**src/rtl/cordic_issue_if.sv**
```systemverilog
// ---------------------------------------------------------------------------
// cordic_issue_if
//   Request/result bundle between the neuron/activation sequencer and the
//   CORDIC issue block.
//
//   Request channel (sequencer -> block):
//     in_valid, in_m, in_x, in_y, in_z, in_tag   driven by the sequencer
//     in_ready                                   driven by the block
//   Result channel (block -> sequencer):
//     out_valid, out_x, out_y, out_z, out_tag    driven by the block
//     out_ready                                  driven by the sequencer
//
//   Handshake rule, both channels: a transfer happens on a rising clock edge
//   where valid and ready are both high. A producer holding valid keeps its
//   payload stable until that transfer. A consumer may raise or drop ready
//   at any time. Ready may depend combinationally on the other channel
//   (in_ready follows out_ready while a result is held) but never on the
//   valid of its own channel.
//
//   Modports:
//     master  sequencer view (issues requests, consumes results)
//     slave   issue-block view (accepts requests, produces results)
// ---------------------------------------------------------------------------
interface cordic_issue_if #(
  parameter int WIDTH = 15,
  parameter int TAG_W = 4
);

  logic             in_valid;
  logic             in_ready;
  logic             in_m;
  logic [WIDTH:0]   in_x;
  logic [WIDTH:0]   in_y;
  logic [WIDTH:0]   in_z;
  logic [TAG_W-1:0] in_tag;

  logic             out_valid;
  logic             out_ready;
  logic [WIDTH:0]   out_x;
  logic [WIDTH:0]   out_y;
  logic [WIDTH:0]   out_z;
  logic [TAG_W-1:0] out_tag;

  modport master (
    output in_valid, in_m, in_x, in_y, in_z, in_tag, out_ready,
    input  in_ready, out_valid, out_x, out_y, out_z, out_tag
  );

  modport slave (
    input  in_valid, in_m, in_x, in_y, in_z, in_tag, out_ready,
    output in_ready, out_valid, out_x, out_y, out_z, out_tag
  );

endinterface

```
**src/rtl/cordic_issue.sv**
```systemverilog
// ---------------------------------------------------------------------------
// cordic_issue
//   Issue/capture wrapper around the iterative CORDIC core. Accepts one
//   operand set per request, restarts the core for one cycle, keeps the
//   operands and mode stable for the whole iteration window, then captures
//   the core outputs together with the request tag and presents them until
//   the consumer takes them. Exactly one operation is in flight.
//
// Parameters
//   WIDTH    MSB index of data buses (buses are [WIDTH:0])
//   LATENCY  core cycles from restart release to valid core outputs (>= 1)
//   TAG_W    width of the opaque request tag
//
// Ports
//   clk        rising-edge clock
//   reset      synchronous, active-low reset
//   bus        cordic_issue_if.slave: request channel (in_*) and result
//              channel (out_*)
//   core_rst   restart to the core, active-high; held high while in reset
//   core_m     mode bit to the core
//   core_xo/core_yo/core_zo        operands to the core
//   core_xout/core_yout/core_zout  results from the core
//   busy       high whenever the block is not idle
//   dbg_state  current FSM state (0 IDLE, 1 START, 2 RUN, 3 HOLD)
//
// Timing (E0 = edge that accepts a request)
//   core_rst is high for the single cycle after E0, the counter then runs
//   0..LATENCY-1 in RUN, and the capture edge is E0+LATENCY+1, so out_valid
//   is first high in cycle E0+LATENCY+2. A result handshake that coincides
//   with a new request re-enters START directly, giving one op every
//   LATENCY+2 cycles.
// ---------------------------------------------------------------------------
module cordic_issue #(
  parameter int WIDTH   = 15,
  parameter int LATENCY = 17,
  parameter int TAG_W   = 4
) (
  input  logic           clk,
  input  logic           reset,
  cordic_issue_if.slave  bus,
  output logic           core_rst,
  output logic           core_m,
  output logic [WIDTH:0] core_xo,
  output logic [WIDTH:0] core_yo,
  output logic [WIDTH:0] core_zo,
  input  logic [WIDTH:0] core_xout,
  input  logic [WIDTH:0] core_yout,
  input  logic [WIDTH:0] core_zout,
  output logic           busy,
  output logic [1:0]     dbg_state
);

  // Elaboration-time guard: a zero-latency core cannot be sequenced here.
  if (LATENCY < 1) begin : g_bad_latency
    $error("cordic_issue: LATENCY must be >= 1");
  end

  localparam logic [1:0] ST_IDLE  = 2'd0;
  localparam logic [1:0] ST_START = 2'd1;
  localparam logic [1:0] ST_RUN   = 2'd2;
  localparam logic [1:0] ST_HOLD  = 2'd3;

  localparam int             CNT_W    = $clog2(LATENCY + 1);
  localparam logic [CNT_W-1:0] CNT_LAST = CNT_W'(LATENCY - 1);
  localparam logic [CNT_W-1:0] CNT_ONE  = CNT_W'(1);

  logic [1:0]       state;
  logic [1:0]       state_nxt;
  logic [CNT_W-1:0] cnt;

  logic             in_ready_w;
  logic             accept;
  logic             capture;

  logic [TAG_W-1:0] tag_q;
  logic [WIDTH:0]   out_x_q;
  logic [WIDTH:0]   out_y_q;
  logic [WIDTH:0]   out_z_q;
  logic [TAG_W-1:0] out_tag_q;

  // -------------------------------------------------------------------------
  // Handshake decode
  // -------------------------------------------------------------------------
  // While a result is held, a new request may only enter on the same edge the
  // result leaves, so in_ready mirrors out_ready there.
  always_comb begin
    in_ready_w = 1'b0;
    case (state)
      ST_IDLE: in_ready_w = 1'b1;
      ST_HOLD: in_ready_w = bus.out_ready;
      default: in_ready_w = 1'b0;
    endcase
  end

  assign accept  = bus.in_valid && in_ready_w;
  assign capture = (state == ST_RUN) && (cnt == CNT_LAST);

  // -------------------------------------------------------------------------
  // Next-state logic
  // -------------------------------------------------------------------------
  always_comb begin
    state_nxt = state;
    case (state)
      ST_IDLE: begin
        if (accept) state_nxt = ST_START;
      end
      ST_START: begin
        state_nxt = ST_RUN;
      end
      ST_RUN: begin
        if (capture) state_nxt = ST_HOLD;
      end
      ST_HOLD: begin
        // accept here already implies out_ready (in_ready == out_ready).
        if (bus.out_ready) state_nxt = accept ? ST_START : ST_IDLE;
      end
      default: begin
        state_nxt = ST_IDLE;
      end
    endcase
  end

  // -------------------------------------------------------------------------
  // State, counter, operand and result registers
  // -------------------------------------------------------------------------
  always_ff @(posedge clk) begin
    if (!reset) begin
      state     <= ST_IDLE;
      cnt       <= '0;
      core_rst  <= 1'b1;
      core_m    <= 1'b0;
      core_xo   <= '0;
      core_yo   <= '0;
      core_zo   <= '0;
      tag_q     <= '0;
      out_x_q   <= '0;
      out_y_q   <= '0;
      out_z_q   <= '0;
      out_tag_q <= '0;
    end else begin
      state <= state_nxt;

      // Registered restart: high exactly during the START cycle, so the core
      // never sees a combinational glitch on its restart input.
      core_rst <= (state_nxt == ST_START);

      // Operands change only on an accepted request and are otherwise held
      // for the whole iteration window.
      if (accept) begin
        core_m  <= bus.in_m;
        core_xo <= bus.in_x;
        core_yo <= bus.in_y;
        core_zo <= bus.in_z;
        tag_q   <= bus.in_tag;
      end

      // Counter is cleared in START and stops at LATENCY-1; it never wraps.
      if (state == ST_START) begin
        cnt <= '0;
      end else if ((state == ST_RUN) && (cnt != CNT_LAST)) begin
        cnt <= cnt + CNT_ONE;
      end

      if (capture) begin
        out_x_q   <= core_xout;
        out_y_q   <= core_yout;
        out_z_q   <= core_zout;
        out_tag_q <= tag_q;
      end
    end
  end

  // -------------------------------------------------------------------------
  // Outputs
  // -------------------------------------------------------------------------
  assign bus.in_ready  = in_ready_w;
  assign bus.out_valid = (state == ST_HOLD);
  assign bus.out_x     = out_x_q;
  assign bus.out_y     = out_y_q;
  assign bus.out_z     = out_z_q;
  assign bus.out_tag   = out_tag_q;

  assign busy      = (state != ST_IDLE);
  assign dbg_state = state;

endmodule

```
**src/flat_wrapper.sv**
```systemverilog
// flat-port wrapper written by rule: the top's interface ports become plain ports
module cordic_issue_flat 
#(
  parameter int WIDTH   = 15,
  parameter int LATENCY = 17,
  parameter int TAG_W   = 4
)
  (clk, reset, core_rst, core_m, core_xo, core_yo, core_zo, core_xout, core_yout, core_zout, busy, dbg_state, bus_in_valid, bus_in_m, bus_in_x, bus_in_y, bus_in_z, bus_in_tag, bus_out_ready, bus_in_ready, bus_out_valid, bus_out_x, bus_out_y, bus_out_z, bus_out_tag);
  cordic_issue_if #(.WIDTH(WIDTH), .TAG_W(TAG_W)) bus_i ();
  input  logic clk;
  input  logic reset;
  output logic core_rst;
  output logic core_m;
  output logic [WIDTH:0] core_xo;
  output logic [WIDTH:0] core_yo;
  output logic [WIDTH:0] core_zo;
  input  logic [WIDTH:0] core_xout;
  input  logic [WIDTH:0] core_yout;
  input  logic [WIDTH:0] core_zout;
  output logic busy;
  output logic [1:0] dbg_state;
  input wire logic [$bits(bus_i.in_valid)-1:0] bus_in_valid;
  input wire logic [$bits(bus_i.in_m)-1:0] bus_in_m;
  input wire logic [$bits(bus_i.in_x)-1:0] bus_in_x;
  input wire logic [$bits(bus_i.in_y)-1:0] bus_in_y;
  input wire logic [$bits(bus_i.in_z)-1:0] bus_in_z;
  input wire logic [$bits(bus_i.in_tag)-1:0] bus_in_tag;
  input wire logic [$bits(bus_i.out_ready)-1:0] bus_out_ready;
  output wire logic [$bits(bus_i.in_ready)-1:0] bus_in_ready;
  output wire logic [$bits(bus_i.out_valid)-1:0] bus_out_valid;
  output wire logic [$bits(bus_i.out_x)-1:0] bus_out_x;
  output wire logic [$bits(bus_i.out_y)-1:0] bus_out_y;
  output wire logic [$bits(bus_i.out_z)-1:0] bus_out_z;
  output wire logic [$bits(bus_i.out_tag)-1:0] bus_out_tag;
  assign bus_i.in_valid = bus_in_valid;
  assign bus_i.in_m = bus_in_m;
  assign bus_i.in_x = bus_in_x;
  assign bus_i.in_y = bus_in_y;
  assign bus_i.in_z = bus_in_z;
  assign bus_i.in_tag = bus_in_tag;
  assign bus_i.out_ready = bus_out_ready;
  assign bus_in_ready = bus_i.in_ready;
  assign bus_out_valid = bus_i.out_valid;
  assign bus_out_x = bus_i.out_x;
  assign bus_out_y = bus_i.out_y;
  assign bus_out_z = bus_i.out_z;
  assign bus_out_tag = bus_i.out_tag;
  cordic_issue #(.WIDTH(WIDTH), .LATENCY(LATENCY), .TAG_W(TAG_W)) u_core (.clk(clk), .reset(reset), .bus(bus_i), .core_rst(core_rst), .core_m(core_m), .core_xo(core_xo), .core_yo(core_yo), .core_zo(core_zo), .core_xout(core_xout), .core_yout(core_yout), .core_zout(core_zout), .busy(busy), .dbg_state(dbg_state));
endmodule
```
**config.mk**
```make
export PLATFORM = sky130hd
export DESIGN_NAME = cordic_issue_flat
export DESIGN_NICKNAME = d
export VERILOG_FILES = /design/src/rtl/cordic_issue_if.sv /design/src/rtl/cordic_issue.sv /design/src/flat_wrapper.sv
export SDC_FILE = /design/constraint.sdc
export NUM_CORES = 1
export LEC_CHECK = 0
export CORE_UTILIZATION = 60
export DETAILED_ROUTE_END_ITERATION = 12
export DONT_BUFFER_PORTS = 1
export HOLD_SLACK_MARGIN = 0.05
export PLACE_DENSITY = 0.76
export SLEW_MARGIN = 40
export SYNTH_ARGS = -nofsm -noshare
export SYNTH_HDL_FRONTEND = slang
export SYNTH_SLANG_ARGS = --single-unit
```
**constraint.sdc**
```tcl
create_clock -name clk -period 3.1 [get_ports clk]
set_input_delay 0.31 -clock clk [delete_from_list [all_inputs] [get_ports clk]]
set_output_delay 0.31 -clock clk [all_outputs]
set_load 0.01 [all_outputs]
```
=== After elaboration in Yosys (flattened, before gate mapping) ===
Cells that the tools add are included.

* $add $sub $neg: 1
* Eq/ne operators: 6
* Mux-type cells: 6
* Bitwise operators: 1
* Reductions and logical operators: 6

{| class="wikitable"
|+ Operators by type and width
! cell !! count
|-
| case mux 2 bit (4 select lines) || 1
|-
| two-way mux 2 bit || 3
|-
| adder 5 x 1 -> 5 bit, second input constant || 1
|-
| == test 5 bit, second input constant || 1
|-
| inequality test 5 bit, second input constant || 1
|-
| == test 2 x 1 -> 1 bit, second input constant || 2
|-
| == test 2 bit, second input constant || 2
|-
| logical AND 1 bit || 3
|-
| zero test 2 bit || 1
|-
| case mux 1 bit (2 select lines) || 1
|-
| nonzero test 2 bit || 1
|-
| OR reduction 2 bit || 1
|-
| two-way mux 1 bit || 1
|-
| NOT 1 bit || 1
|}

* Register bits: 113
* Bits of input ports: 105
* Output and inout bits: 107
* Word-level logic and storage cells: 32

=== Depth between registers and ports, before layout ===
* Word-level depth: 7
* Mapped depth: 8
* Mapped depth without buffers: 6

=== Worst setup path before layout ===
OpenSTA, ideal clock, no wires.

* Path type: reg-to-reg
* From: reg u_core.state[0], in the netlist u_core.dbg_state[0]
* To: reg u_core.core_xo[0]
* Library setup time: 0.122 ns
* Data arrival time: 1.677 ns
* Required time: 2.978 ns
* Setup slack: 1.301 ns
* Cell stages (with the launch flop): 9
* Path buffers: 2
* Period minus slack after synthesis: 1.799 ns
* Cell sequence: dfxtp_1 > inv_1 > ha_1 > nand2b_1 > or2_2 > buf_2 > buf_2 > nand2_1 > a21boi_0

* Cells in the longest elaborated chain, start to end: 3
* Elaborated cells on any way between the ends: 4
* Classes of those cells: 1 x eq/ne; 1 x mux; 2 x reduce/logical

{| class="wikitable"
|+ Ends and longest elaborated chain
! what !! line !! source
|-
| from (decl) || cordic_issue.sv:67 || <nowiki>logic [1:0] state;</nowiki>
|-
| from (signal assigned) || cordic_issue.sv:141 || <nowiki>state <= state_nxt;</nowiki>
|-
| == test 2 bit or zero test 2 bit (tied branches) || cordic_issue.sv:88 || <nowiki>case (state)</nowiki>
|-
| case mux 1 bit (2 select lines) (*) || cordic_issue.sv:88 ||
|-
| logical AND 1 bit (*) || cordic_issue.sv:95 || <nowiki>assign accept = bus.in_valid && in_ready_w;</nowiki>
|-
| to (signal assigned) || cordic_issue.sv:151 || <nowiki>core_xo <= bus.in_x;</nowiki>
|-
| to (decl) || cordic_issue.sv:43 || <nowiki>output logic [WIDTH:0] core_xo,</nowiki>
|}

Every way passes the cells marked *; elsewhere a longest branch is shown, timed or not.
A chain may end at the register's enable or synchronous reset.

=== Final worst setup path ===
* From: reg u_core.state[0], in the netlist u_core.dbg_state[0]
* To: reg u_core.core_yo[10]

* Cells in the longest elaborated chain, start to end: 3
* Elaborated cells on any way between the ends: 4
* Classes of those cells: 1 x eq/ne; 1 x mux; 2 x reduce/logical

{| class="wikitable"
|+ Ends and longest elaborated chain
! what !! line !! source
|-
| == test 2 bit or zero test 2 bit (tied branches) || cordic_issue.sv:88 ||
|-
| case mux 1 bit (2 select lines) (*) || cordic_issue.sv:88 ||
|-
| logical AND 1 bit (*) || cordic_issue.sv:95 ||
|-
| to (signal assigned) || cordic_issue.sv:152 || <nowiki>core_yo <= bus.in_y;</nowiki>
|-
| to (decl) || cordic_issue.sv:44 || <nowiki>output logic [WIDTH:0] core_yo,</nowiki>
|}

Marked as above.

==> flow_metrics.tcl <==
set metrics [dict create \
    critPathMaxFanout 33 \
    yosysTopAreaCellShare_pct 52.35 \
    synthToLayoutAreaGrowth_pct 39.14 \
    max-cap-violations 0 \
    synth_area_um2 4322 \
    grt_max_degree 109 \
    crit_cells 7 \
    drcViolationCount 0 \
    initial_core_util_pct 62.91 \
    synth-compound-area-share_pct 19.08 \
    htreeDepth 4 \
    yosys_warnings 0 \
    powerDensity_nw_per_um2 692.7 \
    rr_worst_depth 7 \
    fin_ws_ns 0.5844 \
    relSlewSlack_pct 58.28 \
    cpPeakStageDelay_ns 0.59 \
    hold_path.class "in2reg" \
    cp_data_arrival_time_ns 2.91 \
    clockRootBuffer "clkbuf_8" \
    avgViaCountPerCell 5.468 \
    start_kind "flip-flop" \
    placed_cells 574 \
    clk_pin_slew_ns 0.05 \
    drive_gt1_share_pct 6.852 \
    cp.required_ns 3.49 \
    synth-xor-area-share_pct 0.8107 \
    drt_wl_total_um 12490 \
    crit_type "reg2reg" \
    clk_latency_ns 0.50 \
    synth_top_family_by_area "simple AND/OR/NAND/NOR gates" \
    cts_buffers 17 \
    cp_slowest_cell "or2_2" \
    grt_overflow 0 \
    yosysTopAreaCell "dfxtp_1" \
    period_needed_ns 2.516 \
    die_x_um 86.87 \
    synthTopCellsByArea "dfxtp_1 (52%), nand2_1 (19%), a21boi_0 (17%)" \
    finalSetupTns_ns 0 \
    core_area_um2 6869 \
    die_height_um 86.87 \
    cts_sinks 113 \
    peakVddDrop_uv 547.1 \
    hold_viol_final 0 \
    die_area_um2 7546 \
    num_rows 30 \
    synth_edf_count 0 \
    yosysMostFrequentCell "nand2_1" \
    firstDrtPassIters 4 \
    antenna_left 0 \
    synth-seq-area-share_pct 52.35 \
    cp-end-kind "flip-flop" \
    port_buffers 0 \
    route.vias.total 3877 \
    netlist_instances 508 \
    status "finished, final reports clean" \
    dr.first_iter.drc_count 255 \
    ys_top_cells_by_count "nand2_1 (213), dfxtp_1 (113), a21boi_0 (98)" \
    muxShareOfSynthArea_pct 0.2316 \
    grt_use_total_pct 33.22 \
    cts_tree "built" \
    pre_cts_ws_ns 0.7710 \
    min_from "reset" \
    io_pins 212 \
    yosysUniqueCellTypes 27 \
    worst_slew_pin_slew_ns 0.6258 \
    post_cts_buffers 0 \
    hpwl_um 6162 \
    nets 711 \
    path_cells "inv_1, ha_1, a21oi_1, or2_2, buf_4, nand2_1, a21boi_0" \
    routedWlPerCell_um 17.61 \
    ys_ff_latch 113 \
    grt_pass1_vias 3930 \
    whs_path_depth 2 \
    synth_nets 619 \
    fin_crit_sh_pct 81.15 \
    grt_pass1_wl_um 18760 \
    setup_viol 0 \
    finalMaxSlewViolations 0 \
    path_buf_inv 2 \
    fin_skew_ns 0.006246 \
    clockBufferDepth 2 \
    reg2reg_from "u_core.dbg_state[0]" \
    critical-path-top-delay-family "simple AND/OR/NAND/NOR gates" \
    clock.fmax_ghz 0.3975 \
    antennaDiodeCount 0 \
    startpoint "u_core.dbg_state[0]" \
    avgSynthCellArea_um2 8.507 \
    ys_async_sr_fraction_pct 0 \
    rsz0062_at_grt "false" \
    final_cells 709 \
    p_leak_uw 0.002189 \
    antenna_found_initial 0 \
    synthFlopType "dfxtp_1" \
    synth_fa_ha_area_share_pct 1.737 \
    gp_congestion 0.7435 \
    synth-simple-area-share_pct 21.40 \
]
worst register-to-register path: stages, from the launching register on:
cell      delay (ns)
dfxtp_1         0.47
inv_1           0.11
ha_1            0.25
a21oi_1         0.32
or2_2           0.60
buf_4           0.30
nand2_1         0.10
a21boi_0        0.27
cells by family (layout without fill, tap and decap cells):
| group | after synthesis | count (layout) |
|---|---|---|
| AO/OA/AOI/OAI | 110 | 110 |
| adder cells (fa/ha/maj) | 6 | 6 |
| buffers and inverters | 40 | 145 |
| AND/OR/NAND/NOR | 234 | 234 |
| multiplexers | 1 | 1 |
| flip-flops | 113 | 113 |
| XOR/XNOR | 4 | 4 |
final timing paths:
path                                         endpoint  slack [ns]
worst max-delay path               u_core.core_yo[10]        0.58
worst min-delay path                  u_core.core_rst        0.21
worst max register to register     u_core.core_yo[10]        0.58
worst min register to register  u_core.bus.out_tag[3]        0.45
flip-flops by register name (all words and copies together) (netlist names):
signal              count
u_core.bus.out_tag      4
u_core.bus.out_x       16
u_core.bus.out_y       16
u_core.bus.out_z       16
u_core.cnt              5
u_core.core_m           1
u_core.core_rst         1
u_core.core_xo         16
u_core.core_yo         16
u_core.core_zo         16
u_core.dbg_state        2
u_core.tag_q            4
stage by stage:
step / total power [µW] / util, % / instance area, µm² / hold WS [ns]
2_1_floorplan: 1888 / - / 4322 / 0.4310
3_3_place_gp: 1926 / 62.81 / 4314 / 0.4123
3_5_place_dp: 1940 / 62.81 / 4314 / 0.4268
4_1_cts: 4142 / 87.54 / 6013 / 0.1866
5_1_grt: 4296 / 87.54 / 6013 / 0.2222
6_report: 4165 / 87.54 / 6013 / 0.2116
layout make-up:
class | instances | area (µm²)
clock buffer | 19 | 441.7
clock inverter | 13 | 209.0
fill | 337 | 855.8
inverter | 5 | 18.77
multi-input combinational | 355 | 1876
sequential | 113 | 2262
tap | 96 | 120.1
timing repair buffer | 108 | 1086
power breakdown:
part | switching [µW] | internal (µW) | leakage [µW]
Sequential | 104 | 1540 | 0.000918
Clock | 674 | 1430 | 0.000298
Combinational | 232 | 189 | 0.000972
layout by cell type (no fill, tap or decap), types with 2 or more instances in the layout:
master         Yosys  final
nand2_1          213    213
dfxtp_1          113    113
dlygate4sd3_1      0    102
a21boi_0          98     98
clkbuf_16          0     16
a21boi_1           7      7
nor2_1             6      6
ha_1               6      6
clkinvlp_4         0      6
inv_1              5      5
bufinv_16          0      5
buf_4              6      5
xor2_1             3      3
clkbuf_8           0      3
a21oi_1            2      2
nand2b_1           2      2
nand4_1            2      2
nand3_1            2      2
nor2b_1            2      2
per-layer routing:
layer / vias up / share of wire, % / track usage, %
met5: - / 0 / 0
met1: 1820 / 36 / 33.17
met3: 48 / 7.7 / 9.763
met2: 190 / 51 / 58.27
li1: 1819 / - / -
met4: 0 / 4.6 / 25.00
timing repair:
action / 4_1_cts / 5_1_grt
endpoints found under the setup margin: 0 / 0
resized for setup: 0 / 0
endpoints found under the hold margin: 108 / 0
hold buffers: 103 / 0
Power figures use the tool's default switching activity.
